File: src/rtl/mult8_seq_ctrl_pkg.sv
// Shared types and helpers for the sequenced 8x8 multiplier.
// Optional feature macro: MULT_SEQ_ZERO_SKIP_EN (zero-nibble state skipping).
package mult_seq_pkg;

  localparam int NIBBLE_W = 4;
  localparam int PP_W     = 8;
  localparam int RES_W    = 16;

  typedef enum logic [2:0] {
    IDLE = 3'd0,
    LL   = 3'd1,
    LH   = 3'd2,
    HL   = 3'd3,
    HH   = 3'd4,
    DONE = 3'd5
  } state_t;

  // Bit i set means partial-product state i must run (0=LL, 1=LH, 2=HL, 3=HH).
  function automatic logic [3:0] pp_run_mask(input logic [7:0] a, input logic [7:0] b);
    logic al_nz, ah_nz, bl_nz, bh_nz;
    al_nz = (a[3:0] != 4'd0);
    ah_nz = (a[7:4] != 4'd0);
    bl_nz = (b[3:0] != 4'd0);
    bh_nz = (b[7:4] != 4'd0);
    return {ah_nz & bh_nz, ah_nz & bl_nz, al_nz & bh_nz, al_nz & bl_nz};
  endfunction

  // First state after cur (in the fixed LL->LH->HL->HH order) whose run bit is set, else DONE.
  function automatic state_t next_pp_state(input state_t cur, input logic [3:0] run);
    state_t nxt;
    int     cur_idx;
    case (cur)
      LL:      cur_idx = 0;
      LH:      cur_idx = 1;
      HL:      cur_idx = 2;
      HH:      cur_idx = 3;
      default: cur_idx = -1;
    endcase
    nxt = DONE;
    if (run[3] && (cur_idx < 3)) nxt = HH;
    if (run[2] && (cur_idx < 2)) nxt = HL;
    if (run[1] && (cur_idx < 1)) nxt = LH;
    if (run[0] && (cur_idx < 0)) nxt = LL;
    return nxt;
  endfunction

  // Exact recombination: the cross terms are summed at 9 bits so no carry is lost.
  function automatic logic [RES_W-1:0] combine_pp(input logic [PP_W-1:0] pp_ll,
                                                  input logic [PP_W-1:0] pp_lh,
                                                  input logic [PP_W-1:0] pp_hl,
                                                  input logic [PP_W-1:0] pp_hh);
    logic [PP_W:0] mid;
    mid = {1'b0, pp_lh} + {1'b0, pp_hl};
    return {8'd0, pp_ll} + {3'd0, mid, 4'd0} + {pp_hh, 8'd0};
  endfunction

endpackage

File: src/rtl/mult8_seq_ctrl_if.sv
// Operand/result handshake bundle for mult8_seq_ctrl.
// Handshake rule: a transfer happens on a rising clock edge where both valid
// and ready are high; ready never depends combinationally on valid.
interface mult8_seq_ctrl_if;
  import mult_seq_pkg::*;

  logic              in_valid;
  logic              in_ready;
  logic [7:0]        a;
  logic [7:0]        b;
  logic              out_valid;
  logic              out_ready;
  logic [RES_W-1:0]  result;
  logic              busy;
  state_t            state_dbg;

  modport master (
    output in_valid, a, b, out_ready,
    input  in_ready, out_valid, result, busy, state_dbg
  );

  modport slave (
    input  in_valid, a, b, out_ready,
    output in_ready, out_valid, result, busy, state_dbg
  );

endinterface

File: src/rtl/mult8_seq_ctrl_mult4x4.sv
// Combinational unsigned 4x4 -> 8 multiplier shared by all partial-product states.
module mult4x4
  import mult_seq_pkg::*;
(
  input  logic [NIBBLE_W-1:0] x,
  input  logic [NIBBLE_W-1:0] y,
  output logic [PP_W-1:0]     p
);

  assign p = {4'd0, x} * {4'd0, y};

endmodule

File: src/rtl/mult8_seq_ctrl.sv
// Sequenced 8x8 unsigned multiplier: one 4x4 multiplier reused over the
// LL, LH, HL, HH states, then recombined into a 16-bit product.
// Optional feature macro: MULT_SEQ_ZERO_SKIP_EN skips partial products whose
// nibble pair contains a zero (and goes straight to DONE for a zero operand).
module mult8_seq_ctrl
  import mult_seq_pkg::*;
(
  input  logic             clk,
  input  logic             rst,
  mult8_seq_ctrl_if.slave  bus
);

  state_t             state_q, state_d;
  logic [7:0]         a_q, a_d;
  logic [7:0]         b_q, b_d;
  logic [PP_W-1:0]    pp_ll_q, pp_ll_d;
  logic [PP_W-1:0]    pp_lh_q, pp_lh_d;
  logic [PP_W-1:0]    pp_hl_q, pp_hl_d;
  logic [PP_W-1:0]    pp_hh_q, pp_hh_d;
  logic [3:0]         run_q, run_d;
  logic [RES_W-1:0]   result_q, result_d;
  logic               in_ready_q, in_ready_d;
  logic               out_valid_q, out_valid_d;
  logic               busy_q, busy_d;

  logic [NIBBLE_W-1:0] mul_x, mul_y;
  logic [PP_W-1:0]     mul_p;
  logic [3:0]          run_new;

  // Route the nibble pair selected by the current state into the shared multiplier.
  always_comb begin
    mul_x = '0;
    mul_y = '0;
    case (state_q)
      LL:      begin mul_x = a_q[3:0]; mul_y = b_q[3:0]; end
      LH:      begin mul_x = a_q[3:0]; mul_y = b_q[7:4]; end
      HL:      begin mul_x = a_q[7:4]; mul_y = b_q[3:0]; end
      HH:      begin mul_x = a_q[7:4]; mul_y = b_q[7:4]; end
      default: begin mul_x = '0;       mul_y = '0;       end
    endcase
  end

  mult4x4 u_mult4x4 (
    .x (mul_x),
    .y (mul_y),
    .p (mul_p)
  );

  // Next-state, operand capture, partial-product capture and result recombination.
  always_comb begin
    state_d     = state_q;
    a_d         = a_q;
    b_d         = b_q;
    pp_ll_d     = pp_ll_q;
    pp_lh_d     = pp_lh_q;
    pp_hl_d     = pp_hl_q;
    pp_hh_d     = pp_hh_q;
    run_d       = run_q;
    result_d    = result_q;
`ifdef MULT_SEQ_ZERO_SKIP_EN
    run_new     = pp_run_mask(bus.a, bus.b);
`else
    run_new     = 4'b1111;
`endif

    case (state_q)
      IDLE: begin
        if (bus.in_valid && in_ready_q) begin
          a_d     = bus.a;
          b_d     = bus.b;
          // Clearing every pp here leaves skipped products at zero.
          pp_ll_d = '0;
          pp_lh_d = '0;
          pp_hl_d = '0;
          pp_hh_d = '0;
          run_d   = run_new;
          state_d = next_pp_state(IDLE, run_new);
          if (state_d == DONE) result_d = '0;
        end
      end
      LL, LH, HL, HH: begin
        case (state_q)
          LL:      pp_ll_d = mul_p;
          LH:      pp_lh_d = mul_p;
          HL:      pp_hl_d = mul_p;
          default: pp_hh_d = mul_p;
        endcase
        state_d = next_pp_state(state_q, run_q);
        if (state_d == DONE) result_d = combine_pp(pp_ll_d, pp_lh_d, pp_hl_d, pp_hh_d);
      end
      DONE: begin
        if (bus.out_ready) state_d = IDLE;
      end
      default: begin
        state_d = IDLE;
      end
    endcase

    // Status outputs are registered from the next state so they track state_q exactly.
    in_ready_d  = (state_d == IDLE);
    out_valid_d = (state_d == DONE);
    busy_d      = (state_d != IDLE);
  end

  // Single state register for the FSM and its datapath; async reset clears everything.
  always_ff @(posedge clk or posedge rst) begin
    if (rst) begin
      state_q     <= IDLE;
      a_q         <= '0;
      b_q         <= '0;
      pp_ll_q     <= '0;
      pp_lh_q     <= '0;
      pp_hl_q     <= '0;
      pp_hh_q     <= '0;
      run_q       <= '0;
      result_q    <= '0;
      in_ready_q  <= 1'b1;
      out_valid_q <= 1'b0;
      busy_q      <= 1'b0;
    end else begin
      state_q     <= state_d;
      a_q         <= a_d;
      b_q         <= b_d;
      pp_ll_q     <= pp_ll_d;
      pp_lh_q     <= pp_lh_d;
      pp_hl_q     <= pp_hl_d;
      pp_hh_q     <= pp_hh_d;
      run_q       <= run_d;
      result_q    <= result_d;
      in_ready_q  <= in_ready_d;
      out_valid_q <= out_valid_d;
      busy_q      <= busy_d;
    end
  end

  assign bus.in_ready  = in_ready_q;
  assign bus.out_valid = out_valid_q;
  assign bus.result    = result_q;
  assign bus.busy      = busy_q;
  assign bus.state_dbg = state_q;

endmodule

File: src/flat_wrapper.sv
// flat-port wrapper written by rule: the top's interface ports become plain ports
module mult8_seq_ctrl_flat import mult_seq_pkg::*;
  (clk, rst, bus_in_valid, bus_a, bus_b, bus_out_ready, bus_in_ready, bus_out_valid, bus_result, bus_busy, bus_state_dbg);
  mult8_seq_ctrl_if bus_i ();
  input  logic clk;
  input  logic rst;
  input wire logic [$bits(bus_i.in_valid)-1:0] bus_in_valid;
  input wire logic [$bits(bus_i.a)-1:0] bus_a;
  input wire logic [$bits(bus_i.b)-1:0] bus_b;
  input wire logic [$bits(bus_i.out_ready)-1:0] bus_out_ready;
  output wire logic [$bits(bus_i.in_ready)-1:0] bus_in_ready;
  output wire logic [$bits(bus_i.out_valid)-1:0] bus_out_valid;
  output wire logic [$bits(bus_i.result)-1:0] bus_result;
  output wire logic [$bits(bus_i.busy)-1:0] bus_busy;
  output wire logic [$bits(bus_i.state_dbg)-1:0] bus_state_dbg;
  assign bus_i.in_valid = bus_in_valid;
  assign bus_i.a = bus_a;
  assign bus_i.b = bus_b;
  assign bus_i.out_ready = bus_out_ready;
  assign bus_in_ready = bus_i.in_ready;
  assign bus_out_valid = bus_i.out_valid;
  assign bus_result = bus_i.result;
  assign bus_busy = bus_i.busy;
  assign bus_state_dbg = bus_i.state_dbg;
  mult8_seq_ctrl u_core (.clk(clk), .rst(rst), .bus(bus_i));
endmodule
File: config.mk
export PLATFORM = sky130hd
export DESIGN_NAME = mult8_seq_ctrl_flat
export DESIGN_NICKNAME = d
export VERILOG_FILES = /design/src/rtl/mult8_seq_ctrl_pkg.sv /design/src/rtl/mult8_seq_ctrl_if.sv /design/src/rtl/mult8_seq_ctrl_mult4x4.sv /design/src/rtl/mult8_seq_ctrl.sv /design/src/flat_wrapper.sv
export SDC_FILE = /design/constraint.sdc
export NUM_CORES = 1
export LEC_CHECK = 0
export BUFFER_PORTS_ARGS = -buffer_cell sky130_fd_sc_hd__buf_2
export CORE_ASPECT_RATIO = 1.4
export CORE_MARGIN = 2
export CORE_UTILIZATION = 30
export CTS_CLUSTER_DIAMETER = 120
export CTS_CLUSTER_SIZE = 40
export DETAILED_ROUTE_END_ITERATION = 10
export HOLD_SLACK_MARGIN = 0.15
export SETUP_SLACK_MARGIN = 0.1
export SKIP_CTS_REPAIR_TIMING = 1
export SYNTH_ARGS = -nofsm -noshare
export SYNTH_HDL_FRONTEND = slang
export SYNTH_SLANG_ARGS = --single-unit
export TNS_END_PERCENT = 100
File: constraint.sdc
create_clock -name clk -period 8.6 [get_ports clk]
set_input_delay 1.29 -clock clk [delete_from_list [all_inputs] [get_ports clk]]
set_output_delay 1.29 -clock clk [all_outputs]
set_load 0.01 [all_outputs]
======== Word-level counts from Yosys, hierarchy flattened ========
Index checks and enable logic that the tools add are counted.
cells by class
  $add $sub $neg .......................... 3
  multipliers ............................. 1
  magnitude comparators ................... 8
  eq/ne operators ......................... 11
  mux-type cells .......................... 37
  reductions and logical operators ........ 18
operators by type and width
  kind                                                                            number
  32-bit by 3-bit less-than comparator with 1-bit output (second input constant)  4
  32-bit one-hot mux with 4 select lines                                          1
  32-bit 2-to-1 mux                                                               3
  8-bit 2-to-1 mux                                                                9
  32-bit by 1-bit less-than comparator with 1-bit output (second input constant)  2
  32-bit by 2-bit less-than comparator with 1-bit output (second input constant)  2
  8-bit one-hot mux with 2 select lines                                           4
  16-bit 2-to-1 mux                                                               3
  3-bit 2-to-1 mux                                                                11
  16-bit one-hot mux with 2 select lines                                          1
  16-bit adder                                                                    1
  4-bit one-hot mux with 2 select lines                                           2
  3-bit == test (second input constant)                                           5
  8-bit by 13-bit adder with 14-bit output                                        1
  8-bit by 8-bit adder with 9-bit output                                          1
  3-bit one-hot mux with 3 select lines                                           1
  4-bit by 4-bit multiplier with 8-bit output                                     1
  2-bit OR reduction                                                              4
  3-bit by 2-bit == test with 1-bit output (second input constant)                2
  3-bit zero test                                                                 2
  2-bit by 1-bit inequality test with 1-bit output (second input constant)        3
  1-bit logical AND                                                               5
  2-bit AND reduction                                                             2
  4-bit AND reduction                                                             1
  other kinds (6)                                                                 7
word-level totals
  register bits ........................... 71
  bits of input ports ..................... 20
  output and inout port bits .............. 22
  word-level logic and storage cells ...... 90

======== Logic depth before layout (Yosys ltp) ========
Gate-level depths: netlist (run 1).
  depth in word-level cells ............... 14
  gate-level depth with buffers ........... 29
  depth with buffers taken out ............ 27

======== By module ========
A second synthesis (run 1) with hierarchy kept.
second synthesis, totals
  cell total of the unflattened synthesis .. 433
  area total of the unflattened synthesis .. 4563.1 um2
modules (own cells, without submodules)
  module          times used  cells an instance  area an instance (um2)  sequential area each (um2)
  mult8_seq_ctrl  1           382                4098.9                  1778.0
  mult4x4         1           51                 464.2                   0.0

======== Worst setup path after synthesis (run 1) ========
Ideal clock, no wire load.
  path kind ............................... reg-to-reg
  start ................................... reg u_core.state_q[0] (netlist: u_core.bus.state_dbg[0])
  end ..................................... reg u_core.result_q[15] (netlist: u_core.bus.result[15])
  library setup time ...................... 0.125 ns
  arrival ................................. 6.077 ns
  required time ........................... 8.475 ns
  slack ................................... 2.398 ns
  cell stages (with the launch flop) ...... 24
  buffers on the path ..................... 1
  clock period less this slack ............ 6.202 ns
  path through ............................ dfrtp_1 > buf_4 > xor2_1 > a22o_1 > a22oi_2 > or2_2 > fa_1 > inv_1 > fa_1 > fa_1 > mux2_2 > ha_1 > a21o_1 > a31o_2 > xor2_1 > o21ai_0 > xnor2_1 > ha_1 > a211oi_1 > nor2_1 > o31ai_1 > a21boi_2 > xnor2_1 > mux2_2
on the way
  word-level cells in the longest chain between the ends .. 13
  elaborated cells between the ends (all ways) .. 48
  classes of those cells .................. add/sub: 3; mul: 1; order compare: 4; eq/ne: 8; mux: 19; reduce/logical: 13
RTL lines
  what                                                                   line                   source
  start: declaration                                                     mult8_seq_ctrl.sv:13   state_t state_q, state_d;
  start signal: assignment                                               mult8_seq_ctrl.sv:121  state_q <= state_d;
  parallel branches: the longest is 13 deep, another holds 16-bit adder  --
  end signal: assignment                                                 mult8_seq_ctrl.sv:129  result_q <= result_d;
  end: declaration                                                       mult8_seq_ctrl.sv:21   logic [RES_W-1:0] result_q, result_d;
Several ways; the timed one is not identified. The select of a mux whose other input is x is not followed.
A chain may end at the register's enable or synchronous reset.

======== Final worst setup path (run 1) ========
Same ends and word-level chain as after synthesis.

==> run_results.csv, run 1 <==
group,metric,value,unit
sta,finalCritPeriodShare,82.3,%
synthesis,synth_seq_area_share,40.5,%
sta,drv_slew,0,
floorplan,die_h,147,um
synthesis,synth-xor-area-share,4.59,%
synthesis,async_reset_ff_share,100,%
setup_path,critPathSlowestCell,"dfrtp_1",
pwr,fin_total_pwr,1.97,mW
flow_run,drv_cap,0,
drt,drt_pass1_iterations,4,
setup_path,crit_type,"flip-flop to flip-flop",
drt,drt_iter0_markers,154,
sta,finalSetupTns,0,ps
global_routing,grt_max_degree,72,
synthesis,syn_nets,503,
drt,routed_wl,10.4,mm
sta,finalHoldViolations,0,
drt,wl_met2,5.35,mm
synthesis,synthSimpleGateAreaFrac,14.2,%
floorplan,initial_core_util,30.6,%
setup_path,crit_chain,"xor2_1 > a22oi_1 > nor2_1 > a21oi_1 > or2_2 > fa_1 > inv_1 > fa_1 > fa_1 > xnor2_1 > o21ai_0 > ha_1 > and3_1 > a221oi_1 > xnor2_1 > nand3b_1 > xor2_1 > ha_1 > o21ai_0 > nor2_1 > o31ai_1 > a21boi_2 > xnor2_1 > mux2_2",
pwr,ir_drop,0.000218,V
synthesis,synth_compound_area_share,19.2,%
floorplan,std_cell_rows,52,
clock_tree,clock_latency,340,ps
floorplan,die_w,106,um
layout,drive_gt1_share,21.1,%
sta,rsz0062_at_grt,"no",
drt,wl_met1,4.25,mm
clock_tree,clock-root-buffer,"clkbuf_16",
drt,top_layer,"met4",
layout,nNetsFinal,539,
clock_tree,cts_tree,"yes",
layout,antenna_cells,0,
clock_tree,cts_buffers,9,
synthesis,syn_area,4390,sq um
global_routing,grt_pass1_wl,17.8,mm
drt,dr_wl_met3,434,um
drt,wl_per_cell,15.4,um
setup_path,crit_path_start_kind,"flip-flop",
layout,fin_cells,676,
synthesis,yosysUniqueCellTypes,55,
global_routing,grt_pass1_vias,3516,
placed_design,port_buffers,41,
global_routing,antenna_found_initial,0,
pwr,power.leakage,2.51,nW
floorplan,ios,42,
setup_path,critPathMaxFanout,19,
sta,slew_headroom,27.5,%
synthesis,synthCells,446,
clock_tree,htree_levels,3,
drt,drc_errors,0,
synthesis,synth_top_family_by_area,"compound AO/OA/AOI/OAI gates",
placed_design,dpl.cell_count,660,
clock_tree,cts.sinks,71,
synthesis,dominantRegCellSynth,"dfrtp_1",
drt,vias,3384,
global_routing,gr-total-overflow,0,
drt,postRouteAntennaNets,0,
setup_path,r2r_setup_slack,1520,ps
synthesis,synth_warnings,0,
synthesis,synthAdderAreaFrac,11.7,%
layout,area_delta_synth_final,16.3,%
sta,finalSetupViolations,0,
placed_design,dpl.hpwl,7.75,mm
sta,worst_pin_slew,1090,ps
placed_design,place_congestion,0.881,
sta,hold_ws,476,ps
sta,clock_skew,6.52,ps
synthesis,synth_edf_count,0,
floorplan,fp.dieArea,15600,sq um
run_status,outcome,"finished, final reports clean",
setup_path,critPathMaxStageDelay,730,ps
synthesis,ys_seq_elements,71,
clock_tree,cts.clk_slew.worst_paths,60,ps
setup_path,arrival,7300,ps
synthesis,postSynthAreaPerCell,9.85,sq um
drt,avgViaCountPerCell,5.01,
setup_path,cp-end-kind,"flip-flop",
setup_path,required,8820,ps
synthesis,synthMuxAreaShare,6.89,%
pwr,powerDensity,386,nW/um^2
sta,max_freq,0.141,GHz
min_path,hold_class,"flip-flop to flip-flop",
clock_tree,cts_buffer_depth,2,
sta,period_needed,7080,ps
global_routing,track_usage,14.4,%
floorplan,core_area,14400,sq um
## synthesized netlist by cell type (2+ instances only)
master | n | area, sq um
inv_1 | 8 | 30.0
xor2_1 | 9 | 78.8
fa_1 | 7 | 140
clkbuf_1 | 9 | 33.8
nor4b_1 | 3 | 26.3
a22oi_1 | 6 | 45.0
o21ai_0 | 16 | 80.1
nor2b_1 | 4 | 25.0
mux2_2 | 25 | 282
nand3_1 | 3 | 15.0
a21o_1 | 14 | 105
nand3b_1 | 2 | 15.0
nand2_1 | 66 | 248
a21oi_1 | 27 | 135
or2_2 | 4 | 25.0
a22o_1 | 22 | 193
a31oi_1 | 3 | 18.8
o21ai_1 | 9 | 45.0
o31ai_1 | 2 | 15.0
a211oi_1 | 4 | 30.0
xnor2_1 | 14 | 123
buf_4 | 3 | 22.5
nor2_1 | 43 | 161
and3_1 | 2 | 12.5
o22ai_1 | 2 | 12.5
and2_1 | 4 | 25.0
dfrtp_1 | 70 | 1750
buf_2 | 6 | 30.0
o21a_1 | 2 | 15.0
ha_1 | 30 | 375
nor3_1 | 3 | 15.0
## layout by cell type, fill, tap and decap left out, types with 4 or more instances in the layout
master,instances
a211oi_1,4
a21o_1,14
a21oi_1,27
a22o_1,22
a22oi_1,6
and2_1,4
buf_2,41
clkbuf_16,9
dfrtp_1,70
fa_1,7
ha_1,30
inv_1,7
mux2_2,25
nand2_1,66
nor2_1,42
nor2b_1,4
o21ai_0,16
o21ai_1,9
or2_2,4
xnor2_1,14
xor2_1,9
## metrics by stage
step	area (sq um)	util (%)	setup slack (ps)
2_1_floorplan	4390	-	2400
3_3_place_gp	4760	33.1	1690
3_5_place_dp	4760	33.1	1510
4_1_cts	5110	35.5	1530
5_1_grt	5110	35.5	932
6_report	5110	35.5	1520
## flip-flops by register name, indices dropped and copies added, names as in the netlist, 3 cells and up
| signal | count |
|---|---|
| u_core.b_q | 8 |
| u_core.pp_hl_q | 8 |
| u_core.a_q | 8 |
| u_core.bus.state_dbg | 3 |
| u_core.pp_lh_q | 8 |
| u_core.pp_ll_q | 8 |
| u_core.bus.result | 16 |
| u_core.pp_hh_q | 8 |
## path summary, 6_finish.rpt
kind | from | depth (start not counted) | to
setup / recovery | u_core.bus.state_dbg[0]$_DFF_PP0_ | 24 | u_core.bus.result[15]$_DFFE_PP0P_
hold / removal | u_core.pp_hl_q[6]$_DFFE_PP0P_ | 1 | u_core.pp_hl_q[6]$_DFFE_PP0P_
setup reg to reg | u_core.bus.state_dbg[0]$_DFF_PP0_ | 24 | u_core.bus.result[15]$_DFFE_PP0P_
hold reg to reg | u_core.pp_hl_q[6]$_DFFE_PP0P_ | 1 | u_core.pp_hl_q[6]$_DFFE_PP0P_
max in group asynchronous | rst | 3 | u_core.pp_hh_q[4]$_DFFE_PP0P_
min in group asynchronous | rst | 3 | u_core.bus.result[0]$_DFFE_PP0P_
## layout make-up
| cell class | instances | area (sq um) |
|---|---|---|
| sequential | 71 | 1780 |
| fill | 1437 | 9270 |
| clock inverter | 7 | 120 |
| clock buffer | 9 | 225 |
| timing repair buffer | 44 | 228 |
| multi-input combinational | 348 | 2490 |
| inverter | 8 | 30.0 |
| tap | 189 | 236 |
## critical path, delay by kind of cell (launching register included)
family	cells	cell delay [ps]
xor+xnor	5	1360
buf+inv	1	50
mux	1	270
flops	1	730
simple gates	5	890
fa+ha+maj	5	2260
compound gates	7	1390
## logic make-up after synthesis
logic type                 after synthesis
and+or+nand+nor                        142
AOI/OAI and AO/OA                      119
DFF                                     71
adders and majority gates               37
buffers and inverters                   27
muxes                                   27
xor gates and xnor gates                23
## report_power, final
group | switching, mW | leakage (nW) | internal [mW]
registers | 0.0983 | 0.914 | 0.461
logic | 0.592 | 1.43 | 0.387
clock network | 0.151 | 0.166 | 0.284
## per-layer routing
layer	vias to the layer above	track usage [%]
met5	-	0
met4	0	7.11
met3	21	2.80
met2	83	24.6
met1	1630	17.2
li1	1650	-
Note: power is estimated with default switching activity, not from simulation.
==> inputs of run 2 (changes only) <==
==> constraint.sdc (replaced) <==
create_clock -name clk -period 7.4 [get_ports clk]
set_input_delay 1.11 -clock clk [delete_from_list [all_inputs] [get_ports clk]]
set_output_delay 1.11 -clock clk [all_outputs]
set_load 0.01 [all_outputs]
==> run 2 against run 1 <==
Cell count increased by 0.44%. Register-to-register slack got worse by 980 ps. Via count decreased by 0.41%. Clock power increased by 25%. Sequential power increased by 15%. Critical path type unchanged. Largest cell class unchanged.
==> run_results.csv, run 2 (synthesized netlist as in run 1, its figures left out) <==
group,metric,value,unit
layout,multi_input_area,2500,sq um
setup_path,critPathMaxStageDelay,570,ps
sta,rsz0062_at_grt,"no",
sta,slew_headroom,31.7,%
global_routing,antenna_found_initial,0,
sta,drv_slew,0,
clock_tree,cts.clk_slew.worst_paths,60,ps
placed_design,port_buffers,41,
setup_path,cp-end-kind,"flip-flop",
setup_path,crit_family,"adder cells",
drt,vias,3370,
sta,max_freq,0.146,GHz
pwr,pwr-share-seq,27.2,%
drt,drt_pass1_iterations,4,
layout,drive_gt1_share,22.2,%
floorplan,std_cell_rows,52,
setup_path,arrival,7080,ps
pwr,power_frac_clock,23.1,%
floorplan,die_h,147,um
clock_tree,clock_latency,340,ps
layout,final_cell_mix,"68 x dfrtp_1, 66 x nand2_1, 42 x nor2_1, 41 x buf_2, 30 x ha_1",
setup_path,critPathSlowestCell,"dfrtp_4",
sta,fin_ws,540,ps
setup_path,worstSetupStartpoint,"u_core.bus.state_dbg[1]$_DFF_PP0_",
setup_path,required,7620,ps
floorplan,ios,42,
sta,finalSetupViolations,0,
placed_design,place_area,4780,sq um
layout,area_delta_synth_final,17.8,%
pwr,pwr-share-comb,49.7,%
layout,antenna_cells,0,
layout,post-route-util,36.0,%
sta,finalCritPeriodShare,92.7,%
setup_path,r2r-start,"u_core.bus.state_dbg[1]$_DFF_PP0_",
clock_tree,cts_tree,"yes",
sta,clock_skew,7.24,ps
drt,drt_iter0_markers,93,
pwr,internal_power,1.37,mW
pwr,ir_drop,0.000269,V
min_path,min-delay-start,"u_core.pp_ll_q[6]$_DFFE_PP0P_",
layout,seq_area,1780,sq um
drt,wl_per_cell,15.6,um
clock_tree,cts_buffers,9,
floorplan,fp.dieArea,15600,sq um
global_routing,gr-total-overflow,0,
drt,avgViaCountPerCell,4.96,
global_routing,grt_max_degree,72,
run_status,outcome,"finished, final reports clean",
layout,final_area,5170,sq um
setup_path,critPathMaxFanout,15,
drt,routed_wl,10.6,mm
global_routing,grt_pass1_vias,3512,
pwr,swShare,41.7,%
sta,finalSetupTns,0,ps
floorplan,die_w,106,um
clock_tree,clock-root-buffer,"clkbuf_16",
setup_path,crit_buf_inv,1,
pwr,powerDensity,455,nW/um^2
pwr,power.leakage,2.53,nW
clock_tree,cts.sinks,71,
setup_path,crit_path_start_kind,"flip-flop",
min_path,hold_class,"flip-flop to flip-flop",
pwr,switching_power,0.981,mW
placed_design,place_congestion,0.884,
sta,period_needed,6860,ps
setup_path,crit_type,"flip-flop to flip-flop",
pwr,fin_total_pwr,2.36,mW
drt,drc_errors,0,
layout,n_fill_cell,1433,
layout,final_common_cell,"dfrtp_1",
placed_design,dp_slack,304,ps
layout,largest_reg_flops,16,
global_routing,track_usage,14.4,%
sta,finalHoldViolations,0,
clock_tree,cts_buffer_depth,2,
flow_run,drv_cap,0,
sta,worst_pin_slew,1020,ps
placed_design,dpl.hpwl,7.85,mm
floorplan,initial_core_util,30.6,%
clock_tree,htree_levels,3,
layout,nNetsFinal,542,
global_routing,grt_pass1_wl,17.7,mm
drt,postRouteAntennaNets,0,
floorplan,core_area,14400,sq um
## run 2: power groups by stage
stage | clock network [mW] | registers (mW) | logic (mW)
global placement | 0 | 0.641 | 1.15
floorplan | 0 | 0.630 | 0.858
detailed placement | 0 | 0.646 | 1.17
global route | 0.569 | 0.664 | 1.30
finish | 0.543 | 0.642 | 1.17
CTS | 0.552 | 0.641 | 1.18
## run 2: worst reg2reg max path: cells and delay by family (launching register included)
kind,cells,cell delay [ps]
fa+ha+maj,5,2000
compound gates,8,1510
simple gates,6,1210
xor+xnor,4,830
mux,2,580
flops,1,570
buf+inv,1,60
## run 2: final timing paths
kind | end | slack (ps) | cells past startpoint
max | u_core.bus.result[15]$_DFFE_PP0P_ | 540 | 26
min | u_core.pp_ll_q[6]$_DFFE_PP0P_ | 480 | 1
max reg2reg | u_core.bus.result[15]$_DFFE_PP0P_ | 540 | 26
min reg2reg | u_core.pp_ll_q[6]$_DFFE_PP0P_ | 480 | 1
max in group asynchronous | u_core.bus.state_dbg[1]$_DFF_PP0_ | 5690 | 3
min in group asynchronous | u_core.bus.result[3]$_DFFE_PP0P_ | 1030 | 3
## run 2: cell type report
cell class,count,share of cell area [%]
Tap cell,189,4.57
Sequential cell,71,34.5
Inverter,8,0.580
Clock inverter,5,2.49
Clock buffer,11,4.69
Multi-Input combinational cell,348,48.4
Timing Repair Buffer,47,4.84
## run 2: routing by layer
layer | routed length, um | vias to the layer above | GRT usage [%]
li1 | - | 1656 | -
met1 | 4430 | 1635 | 16.8
met2 | 5530 | 64 | 25.7
met3 | 313 | 15 | 2.84
met4 | 297 | 0 | 6.05
met5 | 0 | - | 0
## run 2: stage by stage
step,hold slack (ps),instances
2_1_floorplan,446,446
3_3_place_gp,461,663
4_1_cts,479,679
5_1_grt,509,679
6_report,477,679
3_5_place_dp,466,663
==> inputs of run 3 (changes only) <==
--- a/config.mk
+++ b/config.mk
@@ -9,7 +9,8 @@
 export CORE_ASPECT_RATIO = 1.4
 export CORE_MARGIN = 2
 export CORE_UTILIZATION = 30
-export CTS_CLUSTER_DIAMETER = 120
+export CTS_BUF_LIST = sky130_fd_sc_hd__clkbuf_4 sky130_fd_sc_hd__clkbuf_8 sky130_fd_sc_hd__clkbuf_16
+export CTS_CLUSTER_DIAMETER = 80
 export CTS_CLUSTER_SIZE = 40
 export DETAILED_ROUTE_END_ITERATION = 10
 export HOLD_SLACK_MARGIN = 0.15
==> run 3 against run 2 <==
Core utilization about the same. Combinational power is essentially flat. Cell count is the same. Die area unchanged. Critical endpoint unchanged. Count of clock-buffer cells in the layout stayed put.
==> run_results.csv, run 3 (synthesized netlist as in run 1, its figures left out) <==
group,metric,value,unit
clock_tree,clock-root-buffer,"clkbuf_16",
drt,avgViaCountPerCell,4.96,
clock_tree,clock_latency,340,ps
clock_tree,htree_levels,3,
layout,nNetsFinal,542,
placed_design,dpl.hpwl,7.85,mm
layout,largest_reg_flops,16,
floorplan,ios,42,
pwr,fin_total_pwr,2.36,mW
placed_design,dpl.cell_count,663,
pwr,swShare,41.6,%
floorplan,std_cell_rows,52,
layout,n_fill_cell,1432,
drt,wl_per_cell,15.6,um
flow_run,drv_cap,0,
sta,clock_skew,7.24,ps
drt,postRouteAntennaNets,0,
global_routing,track_usage,14.4,%
pwr,ir_drop,0.000269,V
sta,finalSetupViolations,0,
drt,drt_pass1_iterations,4,
setup_path,cp-end-kind,"flip-flop",
sta,worst_pin_slew,1020,ps
floorplan,core_area,14400,sq um
layout,post-route-util,36.0,%
layout,multi_input_area,2500,sq um
sta,finalSetupTns,0,ps
floorplan,initial_core_util,30.6,%
pwr,switching_power,0.981,mW
sta,hold_ws,477,ps
clock_tree,cts.sinks,71,
drt,routed_wl,10.6,mm
sta,max_freq,0.146,GHz
layout,antenna_cells,0,
drt,drc_errors,0,
setup_path,arrival,7080,ps
sta,finalHoldViolations,0,
setup_path,crit_path_start_kind,"flip-flop",
setup_path,crit_type,"flip-flop to flip-flop",
clock_tree,cts_buffers,9,
setup_path,required,7620,ps
clock_tree,cts_buffer_depth,2,
global_routing,antenna_found_initial,0,
global_routing,grt_pass1_wl,17.7,mm
setup_path,critPathMaxFanout,15,
global_routing,grt_max_degree,72,
global_routing,gr-total-overflow,0,
placed_design,port_buffers,41,
layout,drive_gt1_share,22.4,%
run_status,outcome,"finished, final reports clean",
pwr,pwr-share-seq,27.2,%
pwr,internal_power,1.38,mW
clock_tree,cts.clk_slew.worst_paths,60,ps
global_routing,grt_pass1_vias,3512,
min_path,hold_class,"flip-flop to flip-flop",
sta,slew_headroom,31.7,%
drt,vias,3369,
sta,rsz0062_at_grt,"no",
floorplan,fp.dieArea,15600,sq um
pwr,powerDensity,456,nW/um^2
layout,seq_area,1780,sq um
pwr,power_frac_clock,23.2,%
layout,fin_cells,679,
layout,final_common_cell,"dfrtp_1",
layout,final_cell_mix,"68 x dfrtp_1, 66 x nand2_1, 42 x nor2_1, 41 x buf_2, 30 x ha_1",
placed_design,place_congestion,0.884,
floorplan,die_w,106,um
sta,finalCritPeriodShare,92.7,%
layout,area_delta_synth_final,17.9,%
pwr,power.leakage,2.54,nW
pwr,pwr-share-comb,49.6,%
floorplan,die_h,147,um
sta,drv_slew,0,
clock_tree,cts_tree,"yes",
drt,drt_iter0_markers,93,
sta,period_needed,6860,ps
run 3: cell count changes in the layout (fill, tap and decap cells not counted):
cell	delta
clkbuf_4	+1
clkbuf_1	-1
run 3: final timing paths:
kind / from / end / slack (ps) / cells past startpoint
min in group asynchronous: rst / u_core.bus.result[3]$_DFFE_PP0P_ / 1030 / 3
max reg2reg: u_core.bus.state_dbg[1]$_DFF_PP0_ / u_core.bus.result[15]$_DFFE_PP0P_ / 540 / 26
max: u_core.bus.state_dbg[1]$_DFF_PP0_ / u_core.bus.result[15]$_DFFE_PP0P_ / 540 / 26
min: u_core.pp_ll_q[6]$_DFFE_PP0P_ / u_core.pp_ll_q[6]$_DFFE_PP0P_ / 480 / 1
max in group asynchronous: rst / u_core.bus.state_dbg[1]$_DFF_PP0_ / 5690 / 3
min reg2reg: u_core.pp_ll_q[6]$_DFFE_PP0P_ / u_core.pp_ll_q[6]$_DFFE_PP0P_ / 480 / 1
run 3: worst max-delay path, cell delays in order (launching register included):
cell and delay [ps]:
dfrtp_4 570, xor2_1 260, nor2b_1 200, a22oi_1 140, or2_2 340, fa_1 480, inv_1 60, fa_1 530
ha_1 350, a211oi_1 290, o21bai_1 160, a21oi_1 200, xnor2_1 290, nand3_1 230, nand2_1 140, ha_1 300
nor4b_1 170, mux2_1 310, a311oi_2 360, nor3_1 130, xnor2_1 150, ha_1 340, o21a_1 200, o31ai_2 70
a21boi_2 90, xnor2_1 120, mux2_2 270
run 3: power by group through the flow:
stage | Combinational (mW) | Sequential [mW] | Clock [mW]
CTS | 1.18 | 0.641 | 0.555
floorplan | 0.858 | 0.630 | 0
global route | 1.30 | 0.664 | 0.572
detailed placement | 1.17 | 0.646 | 0
finish | 1.17 | 0.642 | 0.547
global placement | 1.15 | 0.641 | 0
run 3: per-layer routing:
layer  up-vias  global-route usage, %  wire length, um
met2        64                   25.7             5530
li1       1656                      -                -
met3        15                   2.84              313
met1      1634                   16.8             4430
met5         -                      0                0
met4         0                   6.05              297
run 3: layout make-up:
cell class	instances	area share (%)
Multi-Input combinational cell	348	48.3
Clock buffer	11	4.76
Timing Repair Buffer	47	4.83
Inverter	8	0.580
Tap cell	189	4.57
Clock inverter	5	2.49
Sequential cell	71	34.4
run 3: per-stage QoR:
step / setup WS (ps) / instance area, sq um
floorplan: 1200 / 4390
global placement: 484 / 4780
detailed placement: 304 / 4780
CTS: 283 / 5160
global route: 132 / 5180
finish: 540 / 5180
